`config.mk`:
```
export PLATFORM = sky130hd
export DESIGN_NAME = fetch_queue
export DESIGN_NICKNAME = d
export VERILOG_FILES = /design/src/rtl/riscv_pkg.sv /design/src/rtl/sync_fifo.sv /design/src/rtl/fetch_queue.sv
export SDC_FILE = /design/constraint.sdc
export NUM_CORES = 1
export LEC_CHECK = 0
export ABC_CLOCK_PERIOD_IN_PS = 5700
export CORE_UTILIZATION = 35
export DETAILED_ROUTE_END_ITERATION = 12
export GPL_TIMING_DRIVEN = 0
export SYNTH_ARGS = -nofsm -noshare
export SYNTH_HDL_FRONTEND = slang
export SYNTH_SLANG_ARGS = --single-unit
```
`constraint.sdc`:
```
create_clock -name clk -period 5.7 [get_ports clk]
set_input_delay 1.14 -clock clk [delete_from_list [all_inputs] [get_ports clk]]
set_output_delay 1.14 -clock clk [all_outputs]
set_load 0.01 [all_outputs]
```
`src/rtl/riscv_pkg.sv`:
```
// Shared front-end definitions.
// fetch_entry_t is the {pc, instr} record buffered by the fetch queue in the
// default 16-bit PC / 32-bit instruction configuration. The default
// constants seed the fetch_queue parameters.
package riscv_pkg;

  localparam int PC_WIDTH_DEFAULT    = 16;
  localparam int INSTR_WIDTH_DEFAULT = 32;
  localparam int PC_STEP_DEFAULT     = 4;
  localparam int RESET_PC_DEFAULT    = 0;

  typedef struct packed {
    logic [PC_WIDTH_DEFAULT-1:0]    pc;
    logic [INSTR_WIDTH_DEFAULT-1:0] instr;
  } fetch_entry_t;

endpackage

```
`src/rtl/sync_fifo.sv`:
```
// Single-clock FIFO with a flush that empties it at the next edge.
// Ports:
//   clk, rst      - clock, asynchronous active-high reset (control only)
//   push, wdata   - write request and data
//   pop           - read request; rdata shows the head
//   flush         - clear pointers and occupancy; overrides push/pop
//   count         - occupancy, full/empty flags
// DEPTH must be a power of 2 so the pointers wrap naturally.
module sync_fifo
  import riscv_pkg::*;
#(
  parameter int WIDTH = 48,
  parameter int DEPTH = 4
) (
  input  logic                       clk,
  input  logic                       rst,
  input  logic                       push,
  input  logic                       pop,
  input  logic                       flush,
  input  logic [WIDTH-1:0]           wdata,
  output logic [WIDTH-1:0]           rdata,
  output logic [$clog2(DEPTH+1)-1:0] count,
  output logic                       full,
  output logic                       empty
);

  localparam int PTR_W = $clog2(DEPTH);
  localparam int CNT_W = $clog2(DEPTH + 1);

  logic [WIDTH-1:0] mem [DEPTH];
  logic [PTR_W-1:0] wr_ptr;
  logic [PTR_W-1:0] rd_ptr;
  logic             push_ok;
  logic             pop_ok;

  assign full  = (count == CNT_W'(DEPTH));
  assign empty = (count == '0);

  // Protect the occupancy count against a caller that over- or under-runs.
  assign pop_ok  = pop && !empty;
  assign push_ok = push && (!full || pop_ok);

  always_ff @(posedge clk or posedge rst) begin
    if (rst) begin
      wr_ptr <= '0;
      rd_ptr <= '0;
      count  <= '0;
    end else if (flush) begin
      wr_ptr <= '0;
      rd_ptr <= '0;
      count  <= '0;
    end else begin
      if (push_ok) wr_ptr <= wr_ptr + PTR_W'(1);
      if (pop_ok)  rd_ptr <= rd_ptr + PTR_W'(1);
      case ({push_ok, pop_ok})
        2'b10:   count <= count + CNT_W'(1);
        2'b01:   count <= count - CNT_W'(1);
        default: count <= count;
      endcase
    end
  end

  // Storage is data only and carries no reset.
  always_ff @(posedge clk) begin
    if (push_ok && !flush) mem[wr_ptr] <= wdata;
  end

  // Empty reads return zero so stale or uninitialised storage never leaks out.
  assign rdata = empty ? '0 : mem[rd_ptr];

endmodule

```
`src/rtl/fetch_queue.sv`:
```
// Instruction-fetch front end: owns the fetch PC, drives the instruction
// memory address, and buffers fetched {pc, instr} pairs for decode.
// Ports:
//   clk, rst                    - clock, asynchronous active-high reset
//   fetch_en                    - allow fetching; 0 holds the PC
//   imem_addr / imem_rdata      - combinational instruction-memory port
//   redirect_valid/redirect_pc  - branch/jump restart; flushes the queue
//   out_valid/out_ready         - head handshake toward decode
//   out_instr/out_pc/out_pc_plus- head entry and its link value
//   count, full                 - queue occupancy
module fetch_queue
  import riscv_pkg::*;
#(
  parameter int PC_WIDTH    = PC_WIDTH_DEFAULT,
  parameter int INSTR_WIDTH = INSTR_WIDTH_DEFAULT,
  parameter int DEPTH       = 4,
  parameter int RESET_PC    = RESET_PC_DEFAULT,
  parameter int PC_STEP     = PC_STEP_DEFAULT
) (
  input  logic                       clk,
  input  logic                       rst,
  input  logic                       fetch_en,
  output logic [PC_WIDTH-1:0]        imem_addr,
  input  logic [INSTR_WIDTH-1:0]     imem_rdata,
  input  logic                       redirect_valid,
  input  logic [PC_WIDTH-1:0]        redirect_pc,
  output logic                       out_valid,
  input  logic                       out_ready,
  output logic [INSTR_WIDTH-1:0]     out_instr,
  output logic [PC_WIDTH-1:0]        out_pc,
  output logic [PC_WIDTH-1:0]        out_pc_plus,
  output logic [$clog2(DEPTH+1)-1:0] count,
  output logic                       full
);

  localparam logic [PC_WIDTH-1:0] STEP     = PC_WIDTH'(PC_STEP);
  localparam logic [PC_WIDTH-1:0] PC_RESET = PC_WIDTH'(RESET_PC);
  localparam logic [PC_WIDTH-1:0] ALIGN    = ~PC_WIDTH'(3);

  typedef struct packed {
    logic [PC_WIDTH-1:0]    pc;
    logic [INSTR_WIDTH-1:0] instr;
  } entry_t;

  logic [PC_WIDTH-1:0] fetch_pc;
  logic                pop;
  logic                push;
  logic                empty;
  entry_t              wr_entry;
  entry_t              head;

  assign pop  = out_valid && out_ready;
  // Redirect squashes the instruction currently being fetched.
  assign push = fetch_en && !redirect_valid && (!full || pop);

  always_ff @(posedge clk or posedge rst) begin
    if (rst)                 fetch_pc <= PC_RESET;
    else if (redirect_valid) fetch_pc <= redirect_pc & ALIGN;
    else if (push)           fetch_pc <= fetch_pc + STEP;
  end

  assign imem_addr = fetch_pc;
  assign wr_entry  = '{pc: fetch_pc, instr: imem_rdata};

  sync_fifo #(
    .WIDTH ($bits(entry_t)),
    .DEPTH (DEPTH)
  ) u_fifo (
    .clk   (clk),
    .rst   (rst),
    .push  (push),
    .pop   (pop),
    .flush (redirect_valid),
    .wdata (wr_entry),
    .rdata (head),
    .count (count),
    .full  (full),
    .empty (empty)
  );

  assign out_valid   = !empty;
  assign out_instr   = head.instr;
  assign out_pc      = head.pc;
  assign out_pc_plus = head.pc + STEP;

endmodule
```
Word-level counts from Yosys, hierarchy flattened

Memories as Yosys holds them, arrays and structs flattened.
Index checks and enable logic that the tools add are counted.

Muxes and demuxes: 11
Eq/ne operators: 3
Reductions and logical operators: 16
Add/sub/neg operators: 6

Operator list:

| kind                    | count |
|---|---|
| $mux W48                | 1 |
| $add A16 B3 Y16 const B | 2 |
| $mux W16                | 2 |
| $mux W2                 | 4 |
| $logic_and A1 B1 Y1     | 6 |
| $pmux W3 S2             | 1 |
| $reduce_bool A2 Y1      | 3 |
| $add A2 B1 Y2 const B   | 2 |
| $add A3 B1 Y3 const B   | 1 |
| $eq A3 B3 Y1 const B    | 1 |
| $logic_not A1 Y1        | 3 |
| $logic_not A3 Y1        | 1 |
| $mux W3                 | 1 |
| $reduce_bool A3 Y1      | 1 |
| $sub A3 B1 Y3 const B   | 1 |
| $eq A2 B1 Y1 const B    | 1 |
| $eq A2 B2 Y1 const B    | 1 |
| $logic_or A1 B1 Y1      | 2 |
| $mux W1                 | 2 |

Memories: 1
Bits in writable memories: 192
Output and inout port bits: 85
Input bits: 53
Register bits: 23
Word-level logic and storage cells: 41

Memory list:

| name       | depth | bits a word | rd ports | clocked after Yosys merged registers in | write ports | line            | RTL |
|---|---|---|---|---|---|---|---|
| u_fifo.mem | 4     | 48          | 1        | 0                                       | 1           | sync_fifo.sv:30 | `logic [WIDTH-1:0] mem [DEPTH];` |

Logic depth before layout (Yosys ltp)

Gate-level depths: netlist (run 1).

Depth in word-level cells: 9
Mapped depth: 12

Modules after synthesis

A second synthesis (run 1) with hierarchy kept.

Cells, all modules: 497
Area total of the unflattened synthesis: 8,908.5 µm²

Modules (own cells, without submodules):

| module      | instances | cells each | area an instance (µm²) |
|---|---|---|---|
| sync_fifo   | 1         | 367        | 7,811.2 |
| fetch_queue | 1         | 130        | 1,097.3 |

Worst setup path after synthesis (run 1)

OpenSTA, ideal clock, no wires.

Kind: flip-flop to output port
From: register u_fifo.count[0]
To: output port out_pc_plus[12]
Cell stages (with the launch flop): 13
Arrival: 2.710 ns
Buffers on the path: 2
Slack: 1.850 ns
Path through: dfrtp_1 nor3_1 inv_1 clkbuf_1 clkbuf_1 nand2_1 inv_1 ha_1 nand2_1 o22a_1 nor4_4 nand3_1 xnor2_1

Longest elaborated chain between the ends: 3

RTL lines:

| element                | line              | RTL |
|---|---|---|
| from (decl)            | sync_fifo.sv:22   | `output logic [$clog2(DEPTH+1)-1:0] count,` |
| from (signal assigned) | sync_fifo.sv:56   | `2'b10: count <= count + CNT_W'(1);` |
| from (signal assigned) | sync_fifo.sv:57   | `2'b01: count <= count - CNT_W'(1);` |
| from (signal assigned) | sync_fifo.sv:58   | `default: count <= count;` |
| $logic_not A3 Y1       | sync_fifo.sv:37   | `assign empty = (count == '0);` |
| $mux W48               | sync_fifo.sv:69   | `assign rdata = empty ? '0 : mem[rd_ptr];` |
| via out_pc[2]          | fetch_queue.sv:30 | `output logic [PC_WIDTH-1:0] out_pc,` |
| $add A16 B3 Y16        | fetch_queue.sv:84 | `assign out_pc_plus = head.pc + STEP;` |
| to (decl)              | fetch_queue.sv:31 | `output logic [PC_WIDTH-1:0] out_pc_plus,` |

The timed path passes the listed nets, and every way through them passes these cells.

Final worst setup path (run 1)

From: register u_fifo.count[1]
To: output port out_pc_plus[12]

Longest elaborated chain between the ends: 3

RTL lines:

| element          | line |
|---|---|
| $logic_not A3 Y1 | sync_fifo.sv:37 |
| $mux W48         | sync_fifo.sv:69 |
| $add A16 B3 Y16  | fetch_queue.sv:84 |

Every way passes these cells.

==> impl_metrics.tcl, run 1 <==
set metrics [dict create \
    finalCriticalPeriod_ns 5.164 \
    crit_start "u_fifo.count[1]" \
    fillCellCount 2100 \
    io_buffer_count 129 \
    relSlewSlack_pct 43.12 \
    ys.flop_type "edfxtp_1" \
    vdd.ir_drop.worst_uv 189.4 \
    htree_levels 1 \
    totalPowerFinal_uw 4951 \
    syn_to_final_growth_pct 29.08 \
    max_freq_ghz 0.1937 \
    routed_wl_um 18880 \
    min_period_over_period_pct 90.59 \
    skew_ns 0.01541 \
    gr-total-overflow 0 \
    post_cts_buffers 0 \
    setup_viol 0 \
    path_max_fanout 15 \
    ys_seq_area_share_pct 69.83 \
    synth_edf_count 184 \
    grtUsageTotal_pct 15.09 \
    die_width_um 159.3 \
    cts_hold_buf 0 \
    initial_core_util_pct 35.63 \
    status "finished clean" \
    drt-pass1-iter-count 4 \
    startpoint_type "register" \
    slew_violations 0 \
    cts_resized 0 \
    ant_nets 0 \
    num_vias 4926 \
    die_h_um 159.3 \
    avgSynthCellArea_sq_um 17.40 \
    grt_pass1_vias 5232 \
    synth_area_sq_um 8665 \
    ff2ff_setup_slack_ns 2.63 \
    r2r_cells 9 \
    diodes 0 \
    synthCells 498 \
    reg2reg_to "u_fifo.count[2]" \
    powerDensity_nw_per_um2 442.6 \
    synth_warnings 0 \
    antenna_found_initial 0 \
    synth.distinct_cells 41 \
    cts.clk_slew.worst_paths_ns 0.06 \
    synth_top_cell_by_area "edfxtp_1" \
    pre_cts_ws_ns 0.5902 \
    grt_max_degree 26 \
    final.setup.tns_ns 0 \
    worstPathArrival_ns 4.02 \
    synth_top_area_share_pct 63.77 \
    setup_slack_ns 0.5363 \
    cellLeakagePower_uw 0.003733 \
    drive_above_1_share_pct 17.28 \
    tightest_slew_ns 0.8523 \
    endpoint_kind "primary output" \
    clockBufferDepth 3 \
    drt_iter0_markers 291 \
    cts-root-buf "clkbuf_16" \
    cap_violations 0 \
    coreArea_sq_um 24320 \
    worstSetupPathType "register to primary output" \
    gp_congestion 0.7912 \
    drc 0 \
    cp-endpoint "out_pc_plus[12]" \
    hold_viol 0 \
    hpwl_um 13080 \
    r2r_start "u_fifo.count[1]" \
    rsz0062_at_grt "false" \
    ys_ff_latch 205 \
    io_pins 138 \
    async_flop_share_pct 10.24 \
    die-area_sq_um 25390 \
    fin_nets 720 \
    wl_per_cell_um 18.86 \
    stdcell_count 1001 \
    required_ns 4.56 \
    hold_class "register to register" \
    worstSkewPairLatency_ns 0.50 \
    dp_cells 960 \
    num_rows 57 \
    synth_area_leaders "edfxtp_1 (64%), mux4_2 (11%), dfrtp_1 (6.1%)" \
    grt_pass1_wl_um 29460 \
    cts_buffers 23 \
    clkSinkCount 205 \
    tritoncts "built" \
    via_per_inst 4.921 \
]
[layout by cell type, fill, tap and decap left out, drive strengths merged, types with 2 or more instances in the layout]
master / count
clkdlybuf4s50: 129
and2: 49
xnor2: 16
clkinv: 9
clkinvlp: 4
nand4: 3
xor2: 12
conb: 6
nand2: 34
a21oi: 9
nor2: 15
or3: 2
inv: 9
nor3: 6
clkbuf: 36
nor4: 4
nand2b: 2
mux4: 46
mux2: 4
ha: 6
nor2b: 2
mux2i: 5
dfrtp: 21
and3: 2
a32oi: 2
buf: 23
nand3: 14
o21ai: 15
edfxtp: 184
[logic make-up after synthesis]
group / synth area share (%)
and+or+nand+nor: 8.693
other: 0.04328
AOI/OAI and AO/OA: 1.848
adders and majority gates: 1.097
xor gates and xnor gates: 2.917
buffers and inverters: 2.296
DFF: 69.83
muxes: 13.27
[metrics by stage]
step	area (sq um)	hold WS (ns)	utilization (%)
2_1_floorplan	8683	0.5425	-
3_3_place_gp	10380	0.5511	42.68
3_5_place_dp	10470	0.5665	43.03
4_1_cts	11180	0.5742	45.97
5_1_grt	11180	0.6234	45.99
6_report	11180	0.5742	45.99
[synth_stat cells, drive strengths merged, types with 12 or more instances]
cell type and n:
and2 49, buf 19, dfrtp 21, edfxtp 184, mux4 46, nand2 34
nand3 14, nor2 15, o21ai 15, xnor2 16, xor2 12
[power breakdown]
group / switching, uW / total, uW / leakage [uW] / internal, uW
sequential: 70.5 / 1800 / 0.00194 / 1730
clock: 564 / 1370 / 0.000350 / 805
combinational: 834 / 1780 / 0.00145 / 946
total: 1470 / 4950 / 0.00373 / 3480
[worst min-delay path by stage]
stage                                start                to  depth (start not counted)
after floorplan           u_fifo.wr_ptr[1]  u_fifo.wr_ptr[1]                          2
after global placement    u_fifo.wr_ptr[1]  u_fifo.wr_ptr[1]                          2
after detailed placement  u_fifo.wr_ptr[1]  u_fifo.wr_ptr[1]                          2
after CTS                 u_fifo.wr_ptr[1]  u_fifo.wr_ptr[1]                          2
after global routing      u_fifo.wr_ptr[1]  u_fifo.wr_ptr[1]                          2
final                     u_fifo.wr_ptr[1]  u_fifo.wr_ptr[1]                          2
[state kept, by name (all words and copies together), names as in the netlist]
signal and flops:
u_fifo.mem 184, imem_addr 14, u_fifo.count 3, u_fifo.rd_ptr 2, u_fifo.wr_ptr 2
[routing by layer]
metal | track usage, % | vias up | share of wire [%]
met1 | 20.26 | 2508 | 43
met3 | 2.032 | 28 | 4.8
li1 | - | 2230 | -
met4 | 4.065 | 0 | 2.0
met2 | 25.82 | 160 | 50
met5 | 0 | - | 0
[worst max-delay path, stage by stage (launching register included)]
cell and delay (ns):
dfrtp_1 0.47, nor3_2 0.58, clkinvlp_4 0.48, clkbuf_1 0.32, and2_1 0.22, ha_1 0.24
nand2b_1 0.09, o22a_1 0.23, nor4_4 0.10, nand3_1 0.11, xnor2_1 0.12, clkdlybuf4s50_1 0.56
[layout make-up]
cell class | count | area [sq um] | share of cell area (%)
Timing Repair Buffer | 133 | 1371 | 12.26
Clock inverter | 14 | 110.1 | 0.9845
Tap cell | 324 | 405.4 | 3.625
Sequential cell | 205 | 6051 | 54.10
Multi-Input combinational cell | 261 | 2444 | 21.85
Clock buffer | 28 | 604.3 | 5.403
Buffer | 27 | 161.4 | 1.443
Inverter | 9 | 37.54 | 0.3356
Note: power is estimated with default switching activity, not from simulation.
==> inputs of run 2 (changes only) <==
--- a/config.mk
+++ b/config.mk
@@ -9,6 +9,7 @@
 export CORE_UTILIZATION = 35
 export DETAILED_ROUTE_END_ITERATION = 12
 export GPL_TIMING_DRIVEN = 0
+export SLEW_MARGIN = 20
 export SYNTH_ARGS = -nofsm -noshare
 export SYNTH_HDL_FRONTEND = slang
 export SYNTH_SLANG_ARGS = --single-unit
==> run 2 against run 1 <==
Effect of this change: total power fell by 1.4%; first-iteration DRC count up 1.7%; non-clock buffer count stayed put; global-route usage is essentially flat; count of clock-buffer cells in the layout rose by 2; combinational power is essentially flat; largest cell class unchanged.
==> impl_metrics.tcl, run 2 (synthesis gave the netlist of run 1 again) <==
set metrics [dict create \
    diodes 0 \
    drt-pass1-iter-count 5 \
    setup_viol 0 \
    worstSetupPathType "register to primary output" \
    powerDensity_nw_per_um2 437.3 \
    drive_above_1_share_pct 15.51 \
    mostFrequentLayoutCell "edfxtp_1" \
    wl_per_cell_um 18.72 \
    worstSkewPairLatency_ns 0.51 \
    clockBufferDepth 3 \
    grt_max_degree 40 \
    stdcell_count 1001 \
    syn_to_final_growth_pct 28.78 \
    dp_cells 960 \
    cp_cell_sequence "nor3_1, inv_2, clkbuf_1, and2_1, ha_1, nand2b_1, o22a_1, nor4_4, nand3_1, xnor2_1, clkdlybuf4s50_1" \
    tightest_slew_ns 0.9358 \
    swShare_pct 29.90 \
    cts_hold_buf 0 \
    cp_slowest_cell "nor3_1" \
    finalCriticalPeriod_ns 5.211 \
    path_max_fanout 15 \
    layout_common_cells "edfxtp_1 (184), clkdlybuf4s50_1 (129), and2_1 (44), mux4_2 (41), nand2_1 (33)" \
    io_pins 138 \
    routed_wl_um 18740 \
    endpoint_kind "primary output" \
    clkSinkCount 205 \
    drt_iter0_markers 296 \
    largest_reg_flops 184 \
    required_ns 4.56 \
    coreArea_sq_um 24320 \
    initial_core_util_pct 35.63 \
    seqPwrFrac_pct 36.8 \
    rsz0062_at_grt "false" \
    grtUsageTotal_pct 15.10 \
    fin_nets 720 \
    grt_pass1_wl_um 29530 \
    io_buffer_count 129 \
    hpwl_um 12780 \
    combPwrFrac_pct 36.6 \
    ant_nets 0 \
    die-area_sq_um 25390 \
    skew_ns 0.01322 \
    die_h_um 159.3 \
    num_rows 57 \
    gr-total-overflow 0 \
    status "finished clean" \
    final.setup.tns_ns 0 \
    p_clk_share_pct 26.6 \
    startpoint_type "register" \
    max_freq_ghz 0.1919 \
    p_int_uw 3421 \
    hold_viol 0 \
    antenna_found_initial 0 \
    relSlewSlack_pct 37.14 \
    cts.clk_slew.worst_paths_ns 0.05 \
    cellLeakagePower_uw 0.003720 \
    cap_violations 0 \
    cts_buffers 23 \
    vdd.ir_drop.worst_uv 172.4 \
    cpLargestDelayFamily "simple AND/OR/NAND/NOR gates" \
    crit_path_max_incr_delay_ns 0.79 \
    num_vias 4922 \
    gp_congestion 0.7912 \
    cts-root-buf "clkbuf_16" \
    hold_class "register to register" \
    htree_levels 1 \
    die_width_um 159.3 \
    regMostFlops "u_fifo.mem" \
    min_period_over_period_pct 91.41 \
    switchingPower_uw 1459 \
    tritoncts "built" \
    path_buf_inv 3 \
    worstPathArrival_ns 4.07 \
    drc 0 \
    slew_violations 0 \
    grt_pass1_vias 5232 \
    via_per_inst 4.917 \
]
## run 2: what timing repair did
action                     4_1_cts  5_1_grt
resized for setup                0        1
setup endpoints to repair        0        5
buffers inserted                 0        0
## run 2: tightest hold or removal path, cell delays in order, from the launching register on
cell and delay (ns):
dfrtp_1 0.41, nand2_1 0.07, a21oi_1 0.06
## run 2: final cells by class
class | count | area, sq um
fillers | 2090 | 13160
flip-flops and latches | 205 | 6051
clock inverters | 12 | 60.06
repair buffers | 133 | 1401
plain buffers | 27 | 161.4
inverters | 9 | 33.78
clock buffers | 30 | 601.8
multi-input cells | 261 | 2444
well taps | 324 | 405.4
## run 2: final timing paths
kind / startpoint / to / slack (ns) / depth (start not counted)
max in group asynchronous: rst / imem_addr[2] / 4.09 / 2
hold reg to reg: u_fifo.wr_ptr[1] / u_fifo.wr_ptr[1] / 0.58 / 2
setup / recovery: u_fifo.count[0] / out_pc_plus[12] / 0.49 / 11
setup reg to reg: u_fifo.count[0] / u_fifo.count[2] / 2.60 / 9
min in group asynchronous: rst / imem_addr[14] / 1.10 / 2
hold / removal: u_fifo.wr_ptr[1] / u_fifo.wr_ptr[1] / 0.58 / 2
## run 2: layer usage
layer	part of all wire (%)	track usage (%)	vias to the layer above
li1	-	-	2235
met1	44	20.15	2495
met2	49	25.34	159
met3	4.9	2.527	33
met4	2.6	4.633	0
met5	0	0	-
## run 2: power groups by stage
stage / sequential, uW / combinational, uW / clock (uW)
final: 1800 / 1790 / 1300
after global routing: 1810 / 1930 / 1390
after CTS: 1800 / 1830 / 1330
after detailed placement: 1830 / 1820 / 0
after global placement: 1830 / 1800 / 0
after floorplan: 1820 / 921 / 0
## run 2: stage by stage
stage / utilization (%) / hold slack [ns] / instance area, sq um / power, uW / setup WS, ns
final: 45.88 / 0.5758 / 11160 / 4879 / 0.4894
after global routing: 45.88 / 0.6101 / 11160 / 5131 / 0.1377
after detailed placement: 43.18 / 0.5631 / 10500 / 3651 / 0.6178
after CTS: 45.90 / 0.5702 / 11160 / 4960 / 0.05825
after global placement: 42.68 / 0.5511 / 10380 / 3621 / 0.6666
after floorplan: - / 0.5425 / 8683 / 2739 / 1.850
==> inputs of run 3 (changes only) <==
--- a/config.mk
+++ b/config.mk
@@ -9,6 +9,7 @@
 export CORE_UTILIZATION = 35
 export DETAILED_ROUTE_END_ITERATION = 12
 export GPL_TIMING_DRIVEN = 0
+export PLACE_DENSITY_LB_ADDON = 0.2
 export SLEW_MARGIN = 20
 export SYNTH_ARGS = -nofsm -noshare
 export SYNTH_HDL_FRONTEND = slang
==> run 3 against run 2 <==
Effect of this change: combinational power about the same; largest power group is now combinational cells; critical endpoint unchanged; die area unchanged; hold slack better by 0.0081 ns; register-to-register slack worse by 0.11 ns; clock skew about the same; count of clock-buffer cells in the layout up 4; critical path type unchanged.
==> impl_metrics.tcl, run 3 (synthesis gave the netlist of run 1 again) <==
set metrics [dict create \
    worstSetupPathType "register to primary output" \
    antenna_found_initial 0 \
    wl_per_cell_um 19.25 \
    fillCellCount 2131 \
    drc 0 \
    min_period_over_period_pct 94.97 \
    placed_area_sq_um 10470 \
    gr-total-overflow 0 \
    initial_core_util_pct 35.63 \
    layout_common_cells "edfxtp_1 (184), clkdlybuf4s50_1 (129), and2_1 (44), mux4_2 (41), nand2_1 (33)" \
    tightest_slew_ns 0.8432 \
    final_area_sq_um 11140 \
    setup_viol 0 \
    coreArea_sq_um 24320 \
    num_rows 57 \
    io_buffer_count 129 \
    ant_nets 0 \
    cts_buffers 23 \
    fin_hold_ws_ns 0.5839 \
    grt_pass1_wl_um 29910 \
    grtUsageTotal_pct 15.41 \
    required_ns 4.56 \
    post_cts_buffers 0 \
    hpwl_um 12820 \
    cts-root-buf "clkbuf_16" \
    worstSkewPairLatency_ns 0.51 \
    routed_wl_um 19160 \
    startpoint_type "register" \
    via_per_inst 4.926 \
    num_vias 4901 \
    vdd.ir_drop.worst_uv 209.8 \
    cts.clk_slew.worst_paths_ns 0.06 \
    powerDensity_nw_per_um2 441.6 \
    path_max_fanout 15 \
    grt_pass1_vias 5292 \
    clockBufferDepth 3 \
    die_h_um 159.3 \
    drt_iter0_markers 293 \
    final.setup.tns_ns 0 \
    cellLeakagePower_uw 0.003709 \
    rsz0062_at_grt "false" \
    regMostFlops "u_fifo.mem" \
    r2r_cells 9 \
    diodes 0 \
    clkSinkCount 205 \
    slew_violations 0 \
    grt_max_degree 32 \
    fin_nets 720 \
    hold_viol 0 \
    hold_class "register to register" \
    largest_reg_flops 184 \
    skew_ns 0.01358 \
    min_delay_path_depth 2 \
    htree_levels 1 \
    endpoint_kind "primary output" \
    io_pins 138 \
    mostFrequentLayoutCell "edfxtp_1" \
    tritoncts "built" \
    syn_to_final_growth_pct 28.52 \
    drive_above_1_share_pct 15.95 \
    max_freq_ghz 0.1847 \
    totalPowerFinal_uw 4918 \
    gp_congestion 0.7763 \
    die_width_um 159.3 \
    ff2ff_setup_slack_ns 2.49 \
    worstPathArrival_ns 4.27 \
    finalCriticalPeriod_ns 5.413 \
    cap_violations 0 \
    relSlewSlack_pct 43.72 \
    drt-pass1-iter-count 4 \
    die-area_sq_um 25390 \
    status "finished clean" \
]
-- run 3: what timing repair did --
item                                   4_1_cts  5_1_grt
resized for setup                            1        1
endpoints found under the hold margin        0        0
hold buffers                                 0        0
setup endpoints to repair                    5        2
-- run 3: per-layer routing --
layer | vias up | global-route usage, % | wire, um
met3 | 36 | 2.943 | 912
li1 | 2233 | - | -
met4 | 0 | 4.677 | 527
met2 | 162 | 25.62 | 9345
met1 | 2470 | 20.54 | 8370
met5 | - | 0 | 0
-- run 3: path summary, 6_finish.rpt --
kind,startpoint,to
worst max-delay path,u_fifo.count[1],out_pc_plus[12]
max in group asynchronous,rst,u_fifo.count[0]
worst max register to register,u_fifo.count[1],u_fifo.count[2]
min in group asynchronous,rst,u_fifo.count[2]
worst min register to register,u_fifo.wr_ptr[1],u_fifo.wr_ptr[1]
worst min-delay path,u_fifo.wr_ptr[1],u_fifo.wr_ptr[1]
-- run 3: critical path: stages (launching register included) --
cell	delay [ns]
dfrtp_1	0.47
nor3_2	0.62
clkinvlp_4	0.57
clkbuf_1	0.35
nand2_1	0.17
inv_1	0.07
ha_1	0.26
nand2b_1	0.09
o22a_1	0.23
nor4_4	0.10
nand3_1	0.12
xnor2_1	0.13
clkdlybuf4s50_1	0.57
-- run 3: cell type report --
| class | instances | area [sq um] | area share [%] |
|---|---|---|---|
| flip-flops and latches | 205 | 6051 | 54.34 |
| multi-input cells | 261 | 2449 | 21.99 |
| repair buffers | 133 | 1371 | 12.31 |
| clock buffers | 34 | 646.9 | 5.809 |
| well taps | 324 | 405.4 | 3.640 |
| plain buffers | 27 | 161.4 | 1.449 |
| inverters | 9 | 37.54 | 0.3371 |
| clock inverters | 2 | 13.76 | 0.1236 |
-- run 3: power by group --
group          internal [uW]  switching [uW]
Clock                    775             538
Sequential              1730            67.0
Combinational            948             859
Total                   3450            1460
-- run 3: stage by stage --
stage | setup slack, ns | utilization, % | instances
2_1_floorplan | 1.850 | - | 503
5_1_grt | 0.1068 | 45.79 | 995
6_report | 0.2869 | 45.79 | 995
3_5_place_dp | 0.2716 | 43.05 | 960
4_1_cts | 0.08700 | 45.77 | 995
3_3_place_gp | 0.3068 | 42.68 | 956
